File: src/rtl/btn_debounce.sv
// btn_debounce: synchronizes a bouncy button and accepts a level change only after
// DEBOUNCE_CYCLES equal samples; emits rise/fall pulses and a press count.
module btn_debounce #(
  parameter int DEBOUNCE_CYCLES = 4,
  parameter int CNT_W = 16
) (
  input  logic       i_clock,
  input  logic       i_reset,
  input  logic       i_btn,
  output logic       o_btn,
  output logic       o_rise,
  output logic       o_fall,
  output logic [7:0] o_press_cnt
);
  typedef enum logic [1:0] {STABLE_LO, PEND_HI, STABLE_HI, PEND_LO} state_t;
  localparam logic [CNT_W-1:0] LAST = CNT_W'(DEBOUNCE_CYCLES - 1);
  localparam logic [CNT_W-1:0] ONE = CNT_W'(1);
  state_t state_q, state_d;
  logic [CNT_W-1:0] cnt_q, cnt_d;
  logic s1_q, s2_q, btn_q, btn_d, rise_q, rise_d, fall_q, fall_d;
  logic [7:0] press_q, press_d;
  always_comb begin
    state_d = state_q;
    cnt_d = '0;
    case (state_q)
      STABLE_LO: begin
        state_d = s2_q ? PEND_HI : STABLE_LO;
        cnt_d = s2_q ? ONE : '0;
      end
      PEND_HI: begin
        state_d = !s2_q ? STABLE_LO : (cnt_q == LAST) ? STABLE_HI : PEND_HI;
        cnt_d = (state_d == PEND_HI) ? cnt_q + ONE : '0;
      end
      STABLE_HI: begin
        state_d = !s2_q ? PEND_LO : STABLE_HI;
        cnt_d = !s2_q ? ONE : '0;
      end
      PEND_LO: begin
        state_d = s2_q ? STABLE_HI : (cnt_q == LAST) ? STABLE_LO : PEND_LO;
        cnt_d = (state_d == PEND_LO) ? cnt_q + ONE : '0;
      end
      default: begin
        state_d = STABLE_LO;
        cnt_d = '0;
      end
    endcase
    // Pulses are registered so they line up with the first cycle of the new level.
    rise_d = state_q == PEND_HI && state_d == STABLE_HI;
    fall_d = state_q == PEND_LO && state_d == STABLE_LO;
    btn_d = state_d == STABLE_HI || state_d == PEND_LO;
    press_d = press_q + 8'(rise_d);
  end
  always_ff @(posedge i_clock or negedge i_reset) begin
    if (!i_reset) begin
      s1_q <= 1'b0;
      s2_q <= 1'b0;
      state_q <= STABLE_LO;
      cnt_q <= '0;
      btn_q <= 1'b0;
      rise_q <= 1'b0;
      fall_q <= 1'b0;
      press_q <= '0;
    end else begin
      s1_q <= i_btn;
      s2_q <= s1_q;
      state_q <= state_d;
      cnt_q <= cnt_d;
      btn_q <= btn_d;
      rise_q <= rise_d;
      fall_q <= fall_d;
      press_q <= press_d;
    end
  end
  assign o_btn = btn_q;
  assign o_rise = rise_q;
  assign o_fall = fall_q;
  assign o_press_cnt = press_q;
endmodule

File: config.mk
export PLATFORM = sky130hd
export DESIGN_NAME = btn_debounce
export DESIGN_NICKNAME = d
export VERILOG_FILES = /design/src/rtl/btn_debounce.sv
export SDC_FILE = /design/constraint.sdc
export NUM_CORES = 1
export LEC_CHECK = 0
export BUFFER_PORTS_ARGS = -buffer_cell sky130_fd_sc_hd__buf_2
export CAP_MARGIN = 40
export CORE_UTILIZATION = 56
export CTS_CLUSTER_DIAMETER = 80
export DETAILED_ROUTE_END_ITERATION = 10
export PLACE_DENSITY_LB_ADDON = 0.15
export SLEW_MARGIN = 20
export SYNTH_ARGS = -nofsm -noshare
export SYNTH_HDL_FRONTEND = slang
export SYNTH_SLANG_ARGS = --single-unit
export TNS_END_PERCENT = 5
File: constraint.sdc
create_clock -name i_clock -period 2.55 [get_ports i_clock]
set_input_delay 0.255 -clock i_clock [delete_from_list [all_inputs] [get_ports i_clock]]
set_output_delay 0.255 -clock i_clock [all_outputs]
set_load 0.02 [all_outputs]
Word-level counts from Yosys, hierarchy flattened
Index checks and enable logic that the tools add are counted.
{ "classes": {"add_sub_neg": 2, "n_eq_ne": 8, "mux": 12, "n_reduce_logical": 5} }
{ "ops": {"columns": ["op", "count"], "rows": [
  ["$pmux 16 s4", 1],
  ["$mux 16", 2],
  ["$add 16x1->16 const B", 1],
  ["$eq 16x2->1 const B", 1],
  ["$eq 2x2->1 const B", 5],
  ["$add 8x1->8", 1],
  ["$mux 2", 4],
  ["$pmux 2 s4", 1],
  ["$eq 2x1->1 const B", 2],
  ["$logic_not 2->1", 2],
  ["$mux 1", 4],
  ["$logic_and 1x1->1", 2],
  ["$logic_or 1x1->1", 1]
]} }
{ "word_totals": {"regBits": 31, "input_bits": 3, "out_inout_bits": 11, "wordCells": 35} }

Logic depth before layout (Yosys ltp)
{ "logic_depth": {"depth_word": 7, "ltp_mapped": 10} }

Worst setup path after synthesis
No wires, ideal clock.
{ "synth_path": {"path_kind": "register to register", "from": "reg cnt_q[0]", "to": "reg press_q[6], in the netlist o_press_cnt[6]", "setup_ps": 129, "arrival_ps": 2132, "t_required_ps": 2421, "slack_ps": 288, "stages_incl_launch_ff": 11, "period_less_slack_ps": 2262, "cell_sequence": "dfrtp_1 -> ha_1 -> nor4b_1 -> and4_1 -> nand2_1 -> nor3b_1 -> ha_1 -> ha_1 -> and3_1 -> nand3_1 -> xnor2_1"} }
{ "synth_via": {"elab_chain_len": 7, "elab_cells_between_ends": 9, "cone_classes": "1 x add/sub; 2 x eq/ne; 5 x mux; 1 x reduce/logical"} }
{ "synth_rtl": {"columns": ["element", "line", "rtl"], "rows": [
  ["start: declaration", "19", "logic [CNT_W-1:0] cnt_q, cnt_d;"],
  ["start signal: assignment", "67", "cnt_q <= cnt_d;"],
  ["$eq 16x2->1 *", "31, 39", null],
  ["$mux 2, on equally long branches (2 in a row)", "39, 31", null],
  ["$pmux 2 s4 *", "25", "case (state_q)"],
  ["$eq 2x2->1 *", "48", "rise_d = state_q == PEND_HI && state_d == STABLE_HI;"],
  ["$logic_and 1x1->1 *", "48", null],
  ["net rise_d", "20", "logic s1_q, s2_q, btn_q, btn_d, rise_q, rise_d, fall_q, fall_d;"],
  ["$add 8x1->8 *", "51", "press_d = press_q + 8'(rise_d);"],
  ["net press_d[6]", "21", "logic [7:0] press_q, press_d;"],
  ["end signal: assignment", "71", "press_q <= press_d;"],
  ["end: declaration", "21", null]
]} }
Mark *: on every way through the listed nets, which the timed path passes. The rest lies on a longest branch.

Worst setup path in the final report
Same ends and word-level chain as after synthesis.

==> flow_metrics.tcl <==
set metrics [dict create \
    status "completed" \
    initial_utilization_pct 60.4 \
    synth_top_area_share_pct 56.9 \
    syn_area_sq_um 1360 \
    maxSlewHeadroom_pct 54.5 \
    die_h_um 51.3 \
    fillCellCount 184 \
    post-cts-setup-buffer-count 0 \
    h-tree-depth 2 \
    start_kind "register" \
    antenna_found_initial 0 \
    drv_cap 0 \
    clockBufferDepth 2 \
    final_util_pct 70.0 \
    leakagePower_nw 0.719 \
    drt_iter0_drc 19 \
    multiInputGateArea_sq_um 583 \
    cp_max_fo 5 \
    wl_mm 2.43 \
    hpwlAfterDp_mm 1.68 \
    powerDensity_nw_per_um2 771 \
    critical_path_class "reg2reg" \
    cp.arrival_ps 2550 \
    wire_per_inst_um 14.4 \
    fmax_mhz 430 \
    rows 17 \
    ys_ff_latch 31 \
    path_clk_slew_ps 100 \
    finClkSkew_ps 6.43 \
    synth_area_leaders "dfrtp_1 57%, xnor2_1 7.1%, xor2_1 5.1%" \
    core-area_sq_um 2250 \
    regArea_sq_um 776 \
    drtPass1Iterations 4 \
    stdcell_count 169 \
    fin_total_pwr_mw 1.22 \
    place_ws_ps 99.0 \
    diodes 0 \
    holdWs_ps 31.1 \
    reg2reg_slack_ps 230 \
    grt_pass1_vias 890 \
    drc 0 \
    drive_gt1_share_pct 22.0 \
    die_w_um 51.3 \
    grt_max_degree 32 \
    synth_top_area_cell "dfrtp_1" \
    die-area_sq_um 2630 \
    rsz0062_at_grt "no" \
    ant_nets 0 \
    synth-seq-area-share_pct 56.9 \
    areaGrowthSynthToFinish_pct 15.8 \
    tightest_slew_ps 682 \
    boundaryPins 14 \
    setup_viol 0 \
    finalWorstPathRequiredPeriod_ps 2320 \
    cts_buffers 5 \
    nNetsFinal 146 \
    finalCritPeriodShare_pct 91.1 \
    setup_slack_ps 226 \
    avgSynthCellArea_sq_um 11.5 \
    synth_warnings 0 \
    via_per_inst 5.53 \
    numPortBuffers 13 \
    synth_cells 119 \
    clock_latency_ps 330 \
    hold_class "in2reg" \
    ys_types 28 \
    hold_viol_final 0 \
    synth.net_count 125 \
    worstPathRequired_ps 2780 \
    design_area_sq_um 1580 \
    layout_commonest_cell "dfrtp_1" \
    vias 934 \
    cts_num_sinks 31 \
    grtUsageTotal_pct 22.3 \
    tns_ps 0 \
    vdd_ir_drop_max_mv 0.579 \
    grt_pass1_wl_mm 3.99 \
    final_cell_mix "31 x dfrtp_1, 13 x nor2_1, 13 x buf_2" \
    dp.cells 160 \
    place.gp.congestion 0.826 \
    grt_remaining_overflow 0 \
    cts_tree "built" \
    endpoint_kind "register" \
    cts-root-buf "clkbuf_4" \
    placed_cell_area_sq_um 1470 \
    slew_viol_final 0 \
]
## logic make-up after synthesis
kind of cell               after synthesis  share of synthesized area, %
AOI/OAI and AO/OA                        5                          2.02
xor gates and xnor gates                19                          12.2
adders and majority gates                3                          2.76
buffers and inverters                    4                          1.47
DFF                                     31                          56.9
muxes                                    2                          1.65
and+or+nand+nor                         55                          23.0
## worst paths after layout
| path | cells after the start | endpoint | startpoint |
|---|---|---|---|
| worst min register to register | 0 | s2_q | s1_q |
| worst min-delay path | 1 | s1_q | i_btn |
| worst max-delay path | 10 | o_press_cnt[6] | cnt_q[0] |
| min in group asynchronous | 2 | cnt_q[12] | i_reset |
| worst max register to register | 10 | o_press_cnt[6] | cnt_q[0] |
| max in group asynchronous | 2 | o_fall | i_reset |
## cell type report
cell class              instances  area share, %
inverters                       2          0.476
multi-input cells              84           37.0
well taps                      28           2.22
repair buffers                 16           5.71
flip-flops and latches         31           49.2
clock buffers                   6           3.25
clock inverters                 2           2.22
## per-layer routing
metal / GRT usage, % / routed length [um]
met3: 10.4 / 117
met1: 29.3 / 1190
met4: 10.4 / 38
met2: 31.1 / 1090
met5: 0 / 0
## flip-flops by register name (all words and copies together) (netlist names)
name / flops
cnt_q: 16
o_rise: 1
state_q: 2
o_btn: 1
o_press_cnt: 8
s2_q: 1
s1_q: 1
o_fall: 1
## worst max-delay path, cell delays in order, from the launching register on
cell and delay [ps]:
dfrtp_1 400, ha_2 240, nor4b_1 200, and4_1 240
nand2_1 90, nor3b_2 200, ha_2 230, ha_1 190
and3_1 200, nand3_1 100, xnor2_1 130
## synth_stat cells
cell / n
a21oi_1: 2
and2_1: 2
and3_1: 1
and4_1: 3
buf_2: 1
buf_4: 1
dfrtp_1: 31
ha_1: 3
inv_1: 2
mux2_2: 2
nand2_1: 6
nand3_1: 8
nand3b_1: 1
nand4_1: 4
nand4_4: 1
nor2_1: 13
nor3_1: 5
nor3b_1: 2
nor4_1: 4
nor4b_1: 1
o21ai_0: 2
o31ai_1: 1
or2_0: 1
or2_4: 1
or3_1: 1
or4_1: 1
xnor2_1: 11
xor2_1: 8
## repair_timing
item,CTS,global route
hold buffers,1,0
gates resized for setup,0,4
endpoints found under the setup margin,0,1
endpoints found under the hold margin,31,0
## report_power, final
| part | leakage, nW | switching, mW | total [mW] | internal (mW) |
|---|---|---|---|---|
| logic | 0.251 | 0.138 | 0.218 | 0.0800 |
| registers | 0.420 | 0.0518 | 0.601 | 0.550 |
| clock network | 0.0482 | 0.166 | 0.397 | 0.232 |
Note: power is estimated with default switching activity, not from simulation.
